### config.mk
export PLATFORM = sky130hd
export DESIGN_NAME = instr_encoder
export DESIGN_NICKNAME = d
export VERILOG_FILES = /design/src/rtl/instr_enc_pkg.sv /design/src/rtl/instr_enc_fifo.sv /design/src/rtl/instr_encoder.sv
export SDC_FILE = /design/constraint.sdc
export NUM_CORES = 1
export LEC_CHECK = 0
export CORE_ASPECT_RATIO = 0.6
export CORE_MARGIN = 1.5
export CORE_UTILIZATION = 55
export CTS_CLUSTER_DIAMETER = 120
export DETAILED_ROUTE_END_ITERATION = 7
export GPL_TIMING_DRIVEN = 0
export PLACE_DENSITY_LB_ADDON = 0.1
export SYNTH_ARGS = -nofsm -noshare
export SYNTH_HDL_FRONTEND = slang
export SYNTH_SLANG_ARGS = --single-unit
### constraint.sdc
create_clock -name clk -period 3.2 [get_ports clk]
set_clock_uncertainty 0.1 [all_clocks]
set_input_delay 0.96 -clock clk [delete_from_list [all_inputs] [get_ports clk]]
set_output_delay 0.96 -clock clk [all_outputs]
set_load 0.1 [all_outputs]
### src/rtl/instr_enc_pkg.sv
// rtl/instr_enc_pkg.sv - instruction format enum, opcode constants and format decode
package instr_enc_pkg;

    typedef enum logic [2:0] {
        FMT_R,
        FMT_I,
        FMT_S,
        FMT_B,
        FMT_U,
        FMT_J
    } fmt_e;

    localparam logic [6:0] OP_OP     = 7'b0110011;
    localparam logic [6:0] OP_OP_32  = 7'b0111011;
    localparam logic [6:0] OP_IMM    = 7'b0010011;
    localparam logic [6:0] OP_IMM_32 = 7'b0011011;
    localparam logic [6:0] OP_LOAD   = 7'b0000011;
    localparam logic [6:0] OP_JALR   = 7'b1100111;
    localparam logic [6:0] OP_STORE  = 7'b0100011;
    localparam logic [6:0] OP_BRANCH = 7'b1100011;
    localparam logic [6:0] OP_LUI    = 7'b0110111;
    localparam logic [6:0] OP_AUIPC  = 7'b0010111;
    localparam logic [6:0] OP_JAL    = 7'b1101111;

    // Unknown opcodes fall back to R so the raw fields still reach the word.
    function automatic fmt_e fmt_of(input logic [6:0] op);
        case (op)
            OP_OP, OP_OP_32:                       return FMT_R;
            OP_IMM, OP_IMM_32, OP_LOAD, OP_JALR:   return FMT_I;
            OP_STORE:                              return FMT_S;
            OP_BRANCH:                             return FMT_B;
            OP_LUI, OP_AUIPC:                      return FMT_U;
            OP_JAL:                                return FMT_J;
            default:                               return FMT_R;
        endcase
    endfunction

    function automatic logic op_known(input logic [6:0] op);
        case (op)
            OP_OP, OP_OP_32, OP_IMM, OP_IMM_32, OP_LOAD, OP_JALR,
            OP_STORE, OP_BRANCH, OP_LUI, OP_AUIPC, OP_JAL: return 1'b1;
            default:                                       return 1'b0;
        endcase
    endfunction

endpackage

### src/rtl/instr_enc_fifo.sv
// rtl/instr_enc_fifo.sv - DEPTH x W synchronous FIFO with occupancy, full and empty
module instr_enc_fifo #(
    parameter int DEPTH = 4,
    parameter int W     = 32
) (
    input  logic                       clk,
    input  logic                       reset,
    input  logic                       push_i,
    input  logic [W-1:0]               wdata_i,
    input  logic                       pop_i,
    output logic [W-1:0]               rdata_o,
    output logic [$clog2(DEPTH):0]     count_o,
    output logic                       full_o,
    output logic                       empty_o
);

    localparam int AW = $clog2(DEPTH);

    logic [W-1:0]  mem_q [DEPTH];
    logic [AW-1:0] wr_ptr_q, wr_ptr_d;
    logic [AW-1:0] rd_ptr_q, rd_ptr_d;
    logic [AW:0]   count_q, count_d;
    logic          do_push, do_pop;

    assign full_o  = (count_q == (AW+1)'(DEPTH));
    assign empty_o = (count_q == '0);
    assign count_o = count_q;

    // A full FIFO refuses the push even if a pop frees a slot this cycle.
    assign do_push = push_i & ~full_o;
    assign do_pop  = pop_i & ~empty_o;

    assign rdata_o = empty_o ? '0 : mem_q[rd_ptr_q];

    // Next pointer/occupancy; DEPTH is a power of two so pointers wrap naturally.
    always_comb begin
        wr_ptr_d = wr_ptr_q;
        rd_ptr_d = rd_ptr_q;
        count_d  = count_q;
        if (do_push) wr_ptr_d = wr_ptr_q + 1'b1;
        if (do_pop)  rd_ptr_d = rd_ptr_q + 1'b1;
        case ({do_push, do_pop})
            2'b10:   count_d = count_q + 1'b1;
            2'b01:   count_d = count_q - 1'b1;
            default: count_d = count_q;
        endcase
    end

    // Pointer and occupancy registers, cleared immediately by reset.
    always_ff @(posedge clk or negedge reset) begin
        if (!reset) begin
            wr_ptr_q <= '0;
            rd_ptr_q <= '0;
            count_q  <= '0;
        end else begin
            wr_ptr_q <= wr_ptr_d;
            rd_ptr_q <= rd_ptr_d;
            count_q  <= count_d;
        end
    end

    // Storage array; contents are don't-care while the slot is unoccupied.
    always_ff @(posedge clk) begin
        if (do_push) mem_q[wr_ptr_q] <= wdata_i;
    end

endmodule

### src/rtl/instr_encoder.sv
// rtl/instr_encoder.sv - RISC-V field packer feeding an output FIFO; INSTR_ENC_CHECK_EN adds bundle rejection
module instr_encoder
    import instr_enc_pkg::*;
#(
    parameter int DEPTH = 4
`ifdef INSTR_ENC_CHECK_EN
    ,
    parameter int CNT_W = 16
`endif
) (
    input  logic                       clk,
    input  logic                       reset,
    input  logic                       in_valid,
    output logic                       in_ready,
    input  logic [6:0]                 opcode,
    input  logic [2:0]                 funct3,
    input  logic [6:0]                 funct7,
    input  logic [4:0]                 rs1,
    input  logic [4:0]                 rs2,
    input  logic [4:0]                 rd,
    input  logic [31:0]                imm,
    output logic                       out_valid,
    input  logic                       out_ready,
    output logic [31:0]                instruction,
    output logic [$clog2(DEPTH):0]     count
`ifdef INSTR_ENC_CHECK_EN
    ,
    output logic                       err,
    output logic [CNT_W-1:0]           err_count
`endif
);

    fmt_e        fmt;
    logic [31:0] word;
    logic        accept;
    logic        push;
    logic        full;
    logic        empty;

    assign fmt    = fmt_of(opcode);
    assign accept = in_valid & in_ready;

    // Pack the fields according to the decoded format; imm bits outside the slice are dropped.
    always_comb begin
        word = '0;
        case (fmt)
            FMT_I:   word = {imm[11:0], rs1, funct3, rd, opcode};
            FMT_S:   word = {imm[11:5], rs2, rs1, funct3, imm[4:0], opcode};
            FMT_B:   word = {imm[12], imm[10:5], rs2, rs1, funct3, imm[4:1], imm[11], opcode};
            FMT_U:   word = {imm[31:12], rd, opcode};
            FMT_J:   word = {imm[20], imm[10:1], imm[11], imm[19:12], rd, opcode};
            default: word = {funct7, rs2, rs1, funct3, rd, opcode};
        endcase
    end

`ifdef INSTR_ENC_CHECK_EN
    logic             reject;
    logic             err_q;
    logic [CNT_W-1:0] err_count_q;

    // Rejected bundles are consumed by the handshake but never reach the FIFO.
    assign reject = ~op_known(opcode) | (((fmt == FMT_B) | (fmt == FMT_J)) & imm[0]);
    assign push   = accept & ~reject;

    // One-cycle error pulse and saturating reject counter.
    always_ff @(posedge clk or negedge reset) begin
        if (!reset) begin
            err_q       <= 1'b0;
            err_count_q <= '0;
        end else begin
            err_q <= accept & reject;
            if (accept && reject && (err_count_q != '1))
                err_count_q <= err_count_q + 1'b1;
        end
    end

    assign err       = err_q;
    assign err_count = err_count_q;
`else
    assign push = accept;
`endif

    instr_enc_fifo #(
        .DEPTH (DEPTH),
        .W     (32)
    ) u_fifo (
        .clk     (clk),
        .reset   (reset),
        .push_i  (push),
        .wdata_i (word),
        .pop_i   (out_ready),
        .rdata_o (instruction),
        .count_o (count),
        .full_o  (full),
        .empty_o (empty)
    );

    assign in_ready  = ~full;
    assign out_valid = ~empty;

endmodule
==> results of run 1 <==
-- worst paths after layout --
check | start | endpoint | slack (ps) | cells after the start
hold reg to reg | u_fifo.count_o[2]$_DFFE_PN0P_ | u_fifo.count_o[2]$_DFFE_PN0P_ | 410 | 1
min in group asynchronous | reset | u_fifo.rd_ptr_q[0]$_DFFE_PN0P_ | 710 | 1
hold / removal | u_fifo.count_o[2]$_DFFE_PN0P_ | u_fifo.count_o[2]$_DFFE_PN0P_ | 410 | 1
setup reg to reg | u_fifo.count_o[1]$_DFFE_PN0P_ | u_fifo.count_o[2]$_DFFE_PN0P_ | 1050 | 10
max in group asynchronous | reset | u_fifo.count_o[0]$_DFFE_PN0P_ | 2010 | 1
setup / recovery | u_fifo.rd_ptr_q[0]$_DFFE_PN0P_ | instruction[30] | 60 | 5
-- sequential cells by signal, indices dropped and copies added, names as in the netlist --
| name | count |
|---|---|
| u_fifo.rd_ptr_q | 2 |
| u_fifo.wr_ptr_q | 2 |
| u_fifo.mem_q | 128 |
| u_fifo.count_o | 3 |
-- layout make-up --
class	count	share of cell area
plain buffers	20	0.0210
clock buffers	18	0.0557
clock inverters	13	0.0179
inverters	18	0.00878
multi-input cells	153	0.228
flip-flops and latches	135	0.523
well taps	139	0.0226
repair buffers	104	0.124
-- stage by stage --
step	utilization	setup slack (ps)	hold WS (ps)	std cells
2_1_floorplan	-	79.2	434	326
3_3_place_gp	0.682	-585	381	569
3_5_place_dp	0.682	-550	393	569
4_1_cts	0.732	19.7	403	600
5_1_grt	0.732	-31.1	425	600
6_report	0.732	55.3	408	600
-- per-layer routing --
metal | share of wire | up-vias | wire length, um
li1 | - | 1546 | -
met5 | 0 | - | 0
met4 | 0.017 | 0 | 214
met2 | 0.48 | 148 | 6200
met3 | 0.069 | 20 | 881
met1 | 0.43 | 1748 | 5510
-- worst max-delay path: stages, from the launching register on --
cell and delay, ps:
dfrtp_1 340, buf_6 170, buf_8 180, mux4_2 510, and2_2 220, buf_4 230
-- synthesized netlist by cell type (all sizes together) (2+ instances only) --
master  instances  area [sq um]
edfxtp        128          3840
and2           37           231
mux4           32           721
inv            18          67.6
buf            15           108
mux2           13           146
a32oi          10          87.6
dfrtp           7           175
o21ai           6          33.8
o31ai           6          75.1
and3            5          31.3
clkbuf          5          18.8
ha              5          62.6
nand2           4          15.0
mux2i           3          30.0
nand4b          3          26.3
nor2            3          11.3
xnor2           3          26.3
xor2            3          26.3
nand3           2          10.0
o211ai          2          15.0
-- kinds of logic after synthesis --
logic type / synth area share
XOR/XNOR: 0.00885
AND/OR/NAND/NOR: 0.0657
multiplexers: 0.151
buffers and inverters: 0.0327
flip-flops: 0.677
AO/OA/AOI/OAI: 0.0510
adder cells (fa/ha/maj): 0.0139
==> impl_metrics.py, run 1 <==
metrics = {
    "run_status": {
        "status": "finished, final reports clean",
    },
    "final_layout": {
        "antenna_cells": 0,
        "syn2layout_area_growth_pct": 29.6,
        "fill_cells": 668,
        "nets": 523,
        "postLayoutCellArea_sq_um": 7700,
        "multiInputGateArea_sq_um": 1750,
        "seqCellArea_sq_um": 4020,
        "layout_common_cells": "edfxtp_1, clkdlybuf4s50_1, buf_4, mux4_2, and2_1",
        "final_common_cell": "edfxtp_1",
        "drive_gt1_frac": 0.302,
    },
    "yosys": {
        "syn_area_per_cell_sq_um": 18.2,
        "ys_seq_area_frac": 0.677,
        "ys_types": 41,
        "ys_seq_elements": 135,
        "ys.flop_type": "edfxtp_1",
        "synth_edf_count": 128,
        "syn-instance-count": 326,
        "synth_fp_nets": 400,
        "ys_warn_count": 0,
        "synth_area_sq_um": 5940,
        "synthArstFlopShare": 0.0519,
    },
    "place": {
        "place_area_sq_um": 7180,
        "gp_congestion": 0.851,
        "io_buffer_count": 104,
        "place_hpwl_um": 8210,
    },
    "setup_path": {
        "crit_fanout": 10,
        "worst_ep_required_time_ps": 2140,
        "critPathArrivalTime_ps": 2080,
        "endpoint_kind": "output pin",
        "crit_path_start_kind": "flip-flop",
        "crit_type": "reg2out",
    },
    "clock_tree": {
        "clkLatencyLatePin_ps": 420,
        "cts-resized-gates": 196,
        "cts_hold_buf": 0,
        "clk_pin_slew_ps": 60,
        "cts_buffer_depth": 2,
        "postCtsSetupRepairBufs": 0,
        "cts_buffers": 17,
        "cts_root_buffer": "clkbuf_16",
        "cts_tree": "built",
        "numClockSinks": 135,
        "ctsHtreeMaxLevel": 4,
    },
    "floorplan": {
        "top_level_ports": 105,
        "fp.dieW_um": 137,
        "start_util": 0.564,
        "die-area_sq_um": 11400,
        "num_rows": 29,
        "core_area_sq_um": 10500,
        "die_y_um": 83.5,
    },
    "grt": {
        "overflow": 0,
        "gr-usage-met2": 0.370,
        "met3_usage": 0.0686,
        "grtUsageMet1": 0.349,
        "grt_usage": 0.247,
        "antenna_found_initial": 0,
        "grt_start_max_net_pins": 33,
        "grt_pass1_wl_um": 19900,
        "grt_pass1_vias": 3590,
        "busiest_layer": "met2",
    },
    "sta": {
        "fin_crit_sh": 0.983,
        "rsz0062_at_grt": "true",
        "maxSlewViolCount": 0,
        "hold_viol": 0,
        "setup_viol": 0,
        "setup-tns-final_ps": 0,
        "period_needed_ps": 3140,
        "relSlewSlack": 0.356,
        "fmax_mhz": 318,
        "tightest_slew_ps": 963,
    },
    "detailed_routing": {
        "drc": 0,
        "vias_per_cell": 5.77,
        "routed_wl_um": 12800,
        "dr.pass1.iters": 4,
        "drt_iter0_markers": 254,
        "wl_per_cell_um": 21.4,
        "vias": 3462,
        "detail-route-antenna-nets": 0,
    },
    "worst_hold_path": {
        "hold_path_class": "reg2reg",
    },
    "job": {
        "maxCapViolCount": 0,
    },
}
Power of run 1 is not shown: default switching activity piles up to over one toggle a cycle in this logic, so the estimate is an artifact.
==> inputs of run 2 (changes only) <==
--- a/config.mk
+++ b/config.mk
@@ -7,7 +7,7 @@
 export LEC_CHECK = 0
 export CORE_ASPECT_RATIO = 0.6
 export CORE_MARGIN = 1.5
-export CORE_UTILIZATION = 55
+export CORE_UTILIZATION = 57
 export CTS_CLUSTER_DIAMETER = 120
 export DETAILED_ROUTE_END_ITERATION = 7
 export GPL_TIMING_DRIVEN = 0
==> run 2 against run 1 <==
Net effect:
- first-iteration DRC count is 9.1% lower
- final cell count shrank 0.50%
- sequential share of layout area fell by 0.70 points
- count of clock-buffer cells in the layout shrank 1
- worst hold slack lost 0.52 ps
- via count rose by 0.26%
- global-route usage rose by 0.42 points
- routed wire length grew 0.77%
- register-to-register slack worse by 150 ps
- non-clock buffer count unchanged
- critical path depth unchanged
- highest routed layer unchanged
==> impl_metrics.py, run 2 (same netlist as run 1, synthesis figures left out) <==
metrics = {
    "setup_path": {
        "r2r-end": "u_fifo.count_o[2]$_DFFE_PN0P_",
        "r2r_start": "u_fifo.count_o[2]$_DFFE_PN0P_",
        "crit_top_cell": "buf_8",
        "cp_cell_sequence": "buf_8 > buf_8 > mux4_2 > and2_2 > buf_4",
        "crit_family": "buffers and inverters",
        "crit_type": "reg2out",
        "endpoint_kind": "output pin",
        "worst_ep_required_time_ps": 2140,
        "ff2ff_path_depth": 8,
        "slowest_delay_ps": 520,
        "r2r_slack_ps": 900,
        "crit_path_start_kind": "flip-flop",
        "cp_slowest_cell": "mux4_2",
        "crit_fanout": 10,
        "cp_num_buf_inv": 3,
        "critPathArrivalTime_ps": 2130,
    },
    "final_layout": {
        "fill_cells": 558,
        "top_register": "u_fifo.mem_q",
        "layout_common_cells": "edfxtp_1, clkdlybuf4s50_1, mux4_2, buf_4, and2_1",
        "largest_reg_flops": 128,
        "syn2layout_area_growth_pct": 31.4,
        "final_common_cell": "edfxtp_1",
        "drive_gt1_frac": 0.318,
        "nets": 523,
        "postLayoutCoreUtil": 0.781,
        "antenna_cells": 0,
    },
    "sta": {
        "rsz0062_at_grt": "true",
        "maxSlewViolCount": 0,
        "period_needed_ps": 3190,
        "fmax_mhz": 313,
        "hold_viol": 0,
        "tightest_slew_ps": 962,
        "setup_viol": 0,
        "relSlewSlack": 0.357,
        "fin_crit_sh": 0.997,
    },
    "floorplan": {
        "core_area_sq_um": 9980,
        "fp.dieW_um": 135,
        "die_y_um": 82.1,
        "num_rows": 28,
        "top_level_ports": 105,
        "start_util": 0.595,
        "die-area_sq_um": 11100,
    },
    "detailed_routing": {
        "dr.pass1.iters": 4,
        "detail-route-antenna-nets": 0,
        "routed_wl_um": 12900,
        "drt_iter0_markers": 231,
        "vias": 3471,
        "drc": 0,
        "vias_per_cell": 5.81,
        "wl_per_cell_um": 21.6,
    },
    "clock_tree": {
        "cts_buffer_depth": 2,
        "ctsHtreeMaxLevel": 4,
        "clkLatencyLatePin_ps": 410,
        "numClockSinks": 135,
        "clk_pin_slew_ps": 60,
        "cts_tree": "built",
        "cts_buffers": 17,
        "cts_root_buffer": "clkbuf_16",
    },
    "grt": {
        "grt_usage": 0.251,
        "antenna_found_initial": 0,
        "grt_pass1_wl_um": 19500,
        "met3_usage": 0.0623,
        "grt_start_max_net_pins": 33,
        "overflow": 0,
        "grt_pass1_vias": 3549,
        "busiest_layer": "met2",
        "gr-usage-met2": 0.419,
        "grtUsageMet1": 0.325,
    },
    "run_status": {
        "status": "finished, final reports clean",
    },
    "place": {
        "io_buffer_count": 104,
        "gp_congestion": 0.726,
        "place_hpwl_um": 7980,
    },
    "job": {
        "maxCapViolCount": 0,
    },
    "worst_hold_path": {
        "hold_path_class": "reg2reg",
        "min-delay-start": "u_fifo.count_o[0]$_DFFE_PN0P_",
        "hold_path_depth": 1,
        "holdPathEnd": "u_fifo.count_o[0]$_DFFE_PN0P_",
    },
}
## run 2: through the flow
step / instances / instance area [sq um] / setup TNS [ps] / setup slack, ps / hold WS (ps)
finish: 597 / 7800 / 0 / 9.08 / 407
global route: 597 / 7800 / -780 / -57.3 / 423
CTS: 597 / 7780 / 0 / 3.03 / 411
detailed placement: 565 / 7170 / -15880 / -526 / 403
global placement: 565 / 7170 / -36430 / -529 / 383
floorplan: 326 / 5960 / 0 / 79.2 / 434
## run 2: worst max-delay path by stage
stage                                               from  cells past startpoint  slack [ps]              end
after floorplan            u_fifo.count_o[2]$_DFFE_PN0P_                      3          80  instruction[22]
after global placement    u_fifo.rd_ptr_q[1]$_DFFE_PN0P_                      5        -530  instruction[22]
after detailed placement  u_fifo.rd_ptr_q[1]$_DFFE_PN0P_                      5        -530  instruction[22]
after CTS                 u_fifo.rd_ptr_q[0]$_DFFE_PN0P_                      5           3  instruction[22]
after global routing      u_fifo.rd_ptr_q[0]$_DFFE_PN0P_                      5         -60  instruction[24]
final                     u_fifo.rd_ptr_q[0]$_DFFE_PN0P_                      5           9  instruction[24]
## run 2: metal layers
metal | wire, um | vias up
met5 | 0 | -
met4 | 252 | 0
met3 | 747 | 20
met2 | 6410 | 129
met1 | 5500 | 1770
li1 | - | 1552
## run 2: final cells by class
cell class / instances / area (sq um) / share of cell area
sequential: 135 / 4020 / 0.516
clock buffer: 17 / 425 / 0.0545
timing repair buffer: 104 / 955 / 0.122
clock inverter: 15 / 250 / 0.0321
inverter: 18 / 67.6 / 0.00866
multi-input combinational: 153 / 1750 / 0.224
buffer: 20 / 166 / 0.0213
tap: 135 / 169 / 0.0216
## run 2: repair_timing
item	4_1_cts	5_1_grt
setup endpoints to repair	34	26
gates resized for setup	184	30
hold buffers	0	0
cloned	0	0
buffers inserted	0	0
Power of run 2 is left out for the same reason.
==> inputs of run 3 (changes only) <==
--- a/config.mk
+++ b/config.mk
@@ -7,7 +7,7 @@
 export LEC_CHECK = 0
 export CORE_ASPECT_RATIO = 0.6
 export CORE_MARGIN = 1.5
-export CORE_UTILIZATION = 57
+export CORE_UTILIZATION = 48
 export CTS_CLUSTER_DIAMETER = 120
 export DETAILED_ROUTE_END_ITERATION = 7
 export GPL_TIMING_DRIVEN = 0
==> constraint.sdc (replaced) <==
create_clock -name clk -period 2.7 [get_ports clk]
set_clock_uncertainty 0.1 [all_clocks]
set_input_delay 0.81 -clock clk [delete_from_list [all_inputs] [get_ports clk]]
set_output_delay 0.81 -clock clk [all_outputs]
set_load 0.1 [all_outputs]
==> run 3 against run 2 <==
Net effect:
- the flow now finishes with violations (setup timing)
- sequential share of layout area fell by 3.1 points
- critical path depth did not move
- count of clock-buffer cells in the layout rose by 7
- sequential cell count did not move
- setup slack got worse by 170 ps
- utilization fell by 9.4 points
- via count fell by 1.3%
- cell area rose by 6.4%
- critical path type unchanged
- non-clock buffer count rose by 5
- worst hold slack got worse by 5.1 ps
- global-route usage fell by 4.6 points
- critical endpoint is now instruction[21]
- final cell count rose by 5.9%
==> impl_metrics.py, run 3 (same netlist as run 1, synthesis figures left out) <==
metrics = {
    "place": {
        "io_buffer_count": 104,
        "gp_congestion": 0.782,
        "place_hpwl_um": 8110,
    },
    "sta": {
        "setup_viol": 32,
        "relSlewSlack": 0.368,
        "setup_slack_ps": -162,
        "hold_slack_ps": 402,
        "tightest_slew_ps": 951,
        "fmax_mhz": 349,
        "rsz0062_at_grt": "true",
        "maxSlewViolCount": 0,
        "fin_crit_sh": 1.06,
        "hold_viol": 0,
        "period_needed_ps": 2860,
    },
    "clock_tree": {
        "ctsHtreeMaxLevel": 4,
        "cts_buffers": 17,
        "clk_pin_slew_ps": 50,
        "numClockSinks": 135,
        "clkLatencyLatePin_ps": 410,
        "cts_buffer_depth": 2,
        "cts_root_buffer": "clkbuf_16",
        "cts_tree": "built",
        "cts_hold_buf": 0,
    },
    "run_status": {
        "status": "complete, but fails checks",
        "violations": "setup timing",
    },
    "final_layout": {
        "multiInputGateArea_sq_um": 1840,
        "largest_reg_flops": 128,
        "layout_common_cells": "edfxtp_1, clkdlybuf4s50_1, buf_12, mux4_2, and2_4",
        "top_register": "u_fifo.mem_q",
        "antenna_cells": 0,
        "drive_gt1_frac": 0.373,
        "syn2layout_area_growth_pct": 39.7,
        "nets": 528,
        "seqCellArea_sq_um": 4020,
        "final_common_cell": "edfxtp_1",
        "fill_cells": 805,
    },
    "grt": {
        "grt_pass1_wl_um": 19400,
        "grt_usage": 0.205,
        "antenna_found_initial": 0,
        "overflow": 0,
        "grt_pass1_vias": 3484,
        "grt_start_max_net_pins": 33,
    },
    "setup_path": {
        "crit_fanout": 10,
        "worst_ep_required_time_ps": 1790,
        "endpoint_kind": "output pin",
        "crit_top_cell": "buf_12",
        "crit_path_start_kind": "flip-flop",
        "crit_type": "reg2out",
        "critPathArrivalTime_ps": 1950,
        "cp_slowest_cell": "mux4_2",
        "slowest_delay_ps": 510,
        "cp_cell_sequence": "buf_6 > buf_12 > mux4_2 > and2_4 > buf_12",
    },
    "job": {
        "maxCapViolCount": 0,
    },
    "worst_hold_path": {
        "hold_path_class": "reg2reg",
    },
    "detailed_routing": {
        "routed_wl_um": 12600,
        "wl_per_cell_um": 19.9,
        "vias_per_cell": 5.42,
        "detail-route-antenna-nets": 0,
        "vias": 3425,
        "drc": 0,
        "drt_iter0_markers": 232,
        "dr.pass1.iters": 5,
    },
    "floorplan": {
        "num_rows": 31,
        "top_level_ports": 105,
        "die_y_um": 89.2,
        "core_area_sq_um": 12100,
        "start_util": 0.492,
        "die-area_sq_um": 13100,
        "fp.dieW_um": 147,
    },
}
==> run 3: layer usage <==
metal,GRT usage,up-vias,part of all wire,wire length (um)
met2,0.324,125,0.47,5940
met3,0.0531,17,0.063,798
met4,0.0735,0,0.013,164
li1,-,1561,-,-
met1,0.282,1722,0.45,5690
met5,0,-,0,0
==> run 3: worst paths after layout <==
check,startpoint,to,slack [ps],cells past startpoint
worst max-delay path,u_fifo.rd_ptr_q[0]$_DFFE_PN0P_,instruction[21],-160,5
worst min-delay path,u_fifo.count_o[0]$_DFFE_PN0P_,u_fifo.count_o[0]$_DFFE_PN0P_,400,1
worst max register to register,u_fifo.count_o[0]$_DFFE_PN0P_,u_fifo.count_o[2]$_DFFE_PN0P_,570,8
worst min register to register,u_fifo.count_o[0]$_DFFE_PN0P_,u_fifo.count_o[0]$_DFFE_PN0P_,400,1
max in group asynchronous,reset,u_fifo.count_o[2]$_DFFE_PN0P_,1660,1
min in group asynchronous,reset,u_fifo.wr_ptr_q[0]$_DFFE_PN0P_,570,1
==> run 3: area by class of cell <==
cell class | instances | area share
flip-flops and latches | 135 | 0.485
multi-input cells | 153 | 0.221
repair buffers | 109 | 0.172
clock buffers | 24 | 0.0568
well taps | 165 | 0.0249
plain buffers | 20 | 0.0235
clock inverters | 8 | 0.00905
inverters | 18 | 0.00814
==> run 3: timing repair <==
action / in CTS / in global routing
resized for setup: 343 / 10
endpoints found under the setup margin: 69 / 93
cloned: 0 / 1
buffers inserted: 3 / 2
pin swaps: 12 / 3
==> run 3: worst max-delay path: cells and delay by family (launching register included) <==
kind / cells / cell delay, ps
flip-flops: 1 / 340
AND/OR/NAND/NOR: 1 / 200
buffers and inverters: 3 / 500
multiplexers: 1 / 510
==> run 3: metrics by stage <==
step                instances   util  cell area, sq um  TNS (ps)  setup WS (ps)
finish                    632  0.688              8300     -3620           -162
global route              632  0.688              8300     -5500           -215
CTS                       630  0.684              8250     -3540           -178
detailed placement        595  0.602              7260    -56070           -908
global placement          595  0.601              7250   -124420           -927
floorplan                 326      -              6010         0           31.9
Power of run 3 is left out for the same reason.
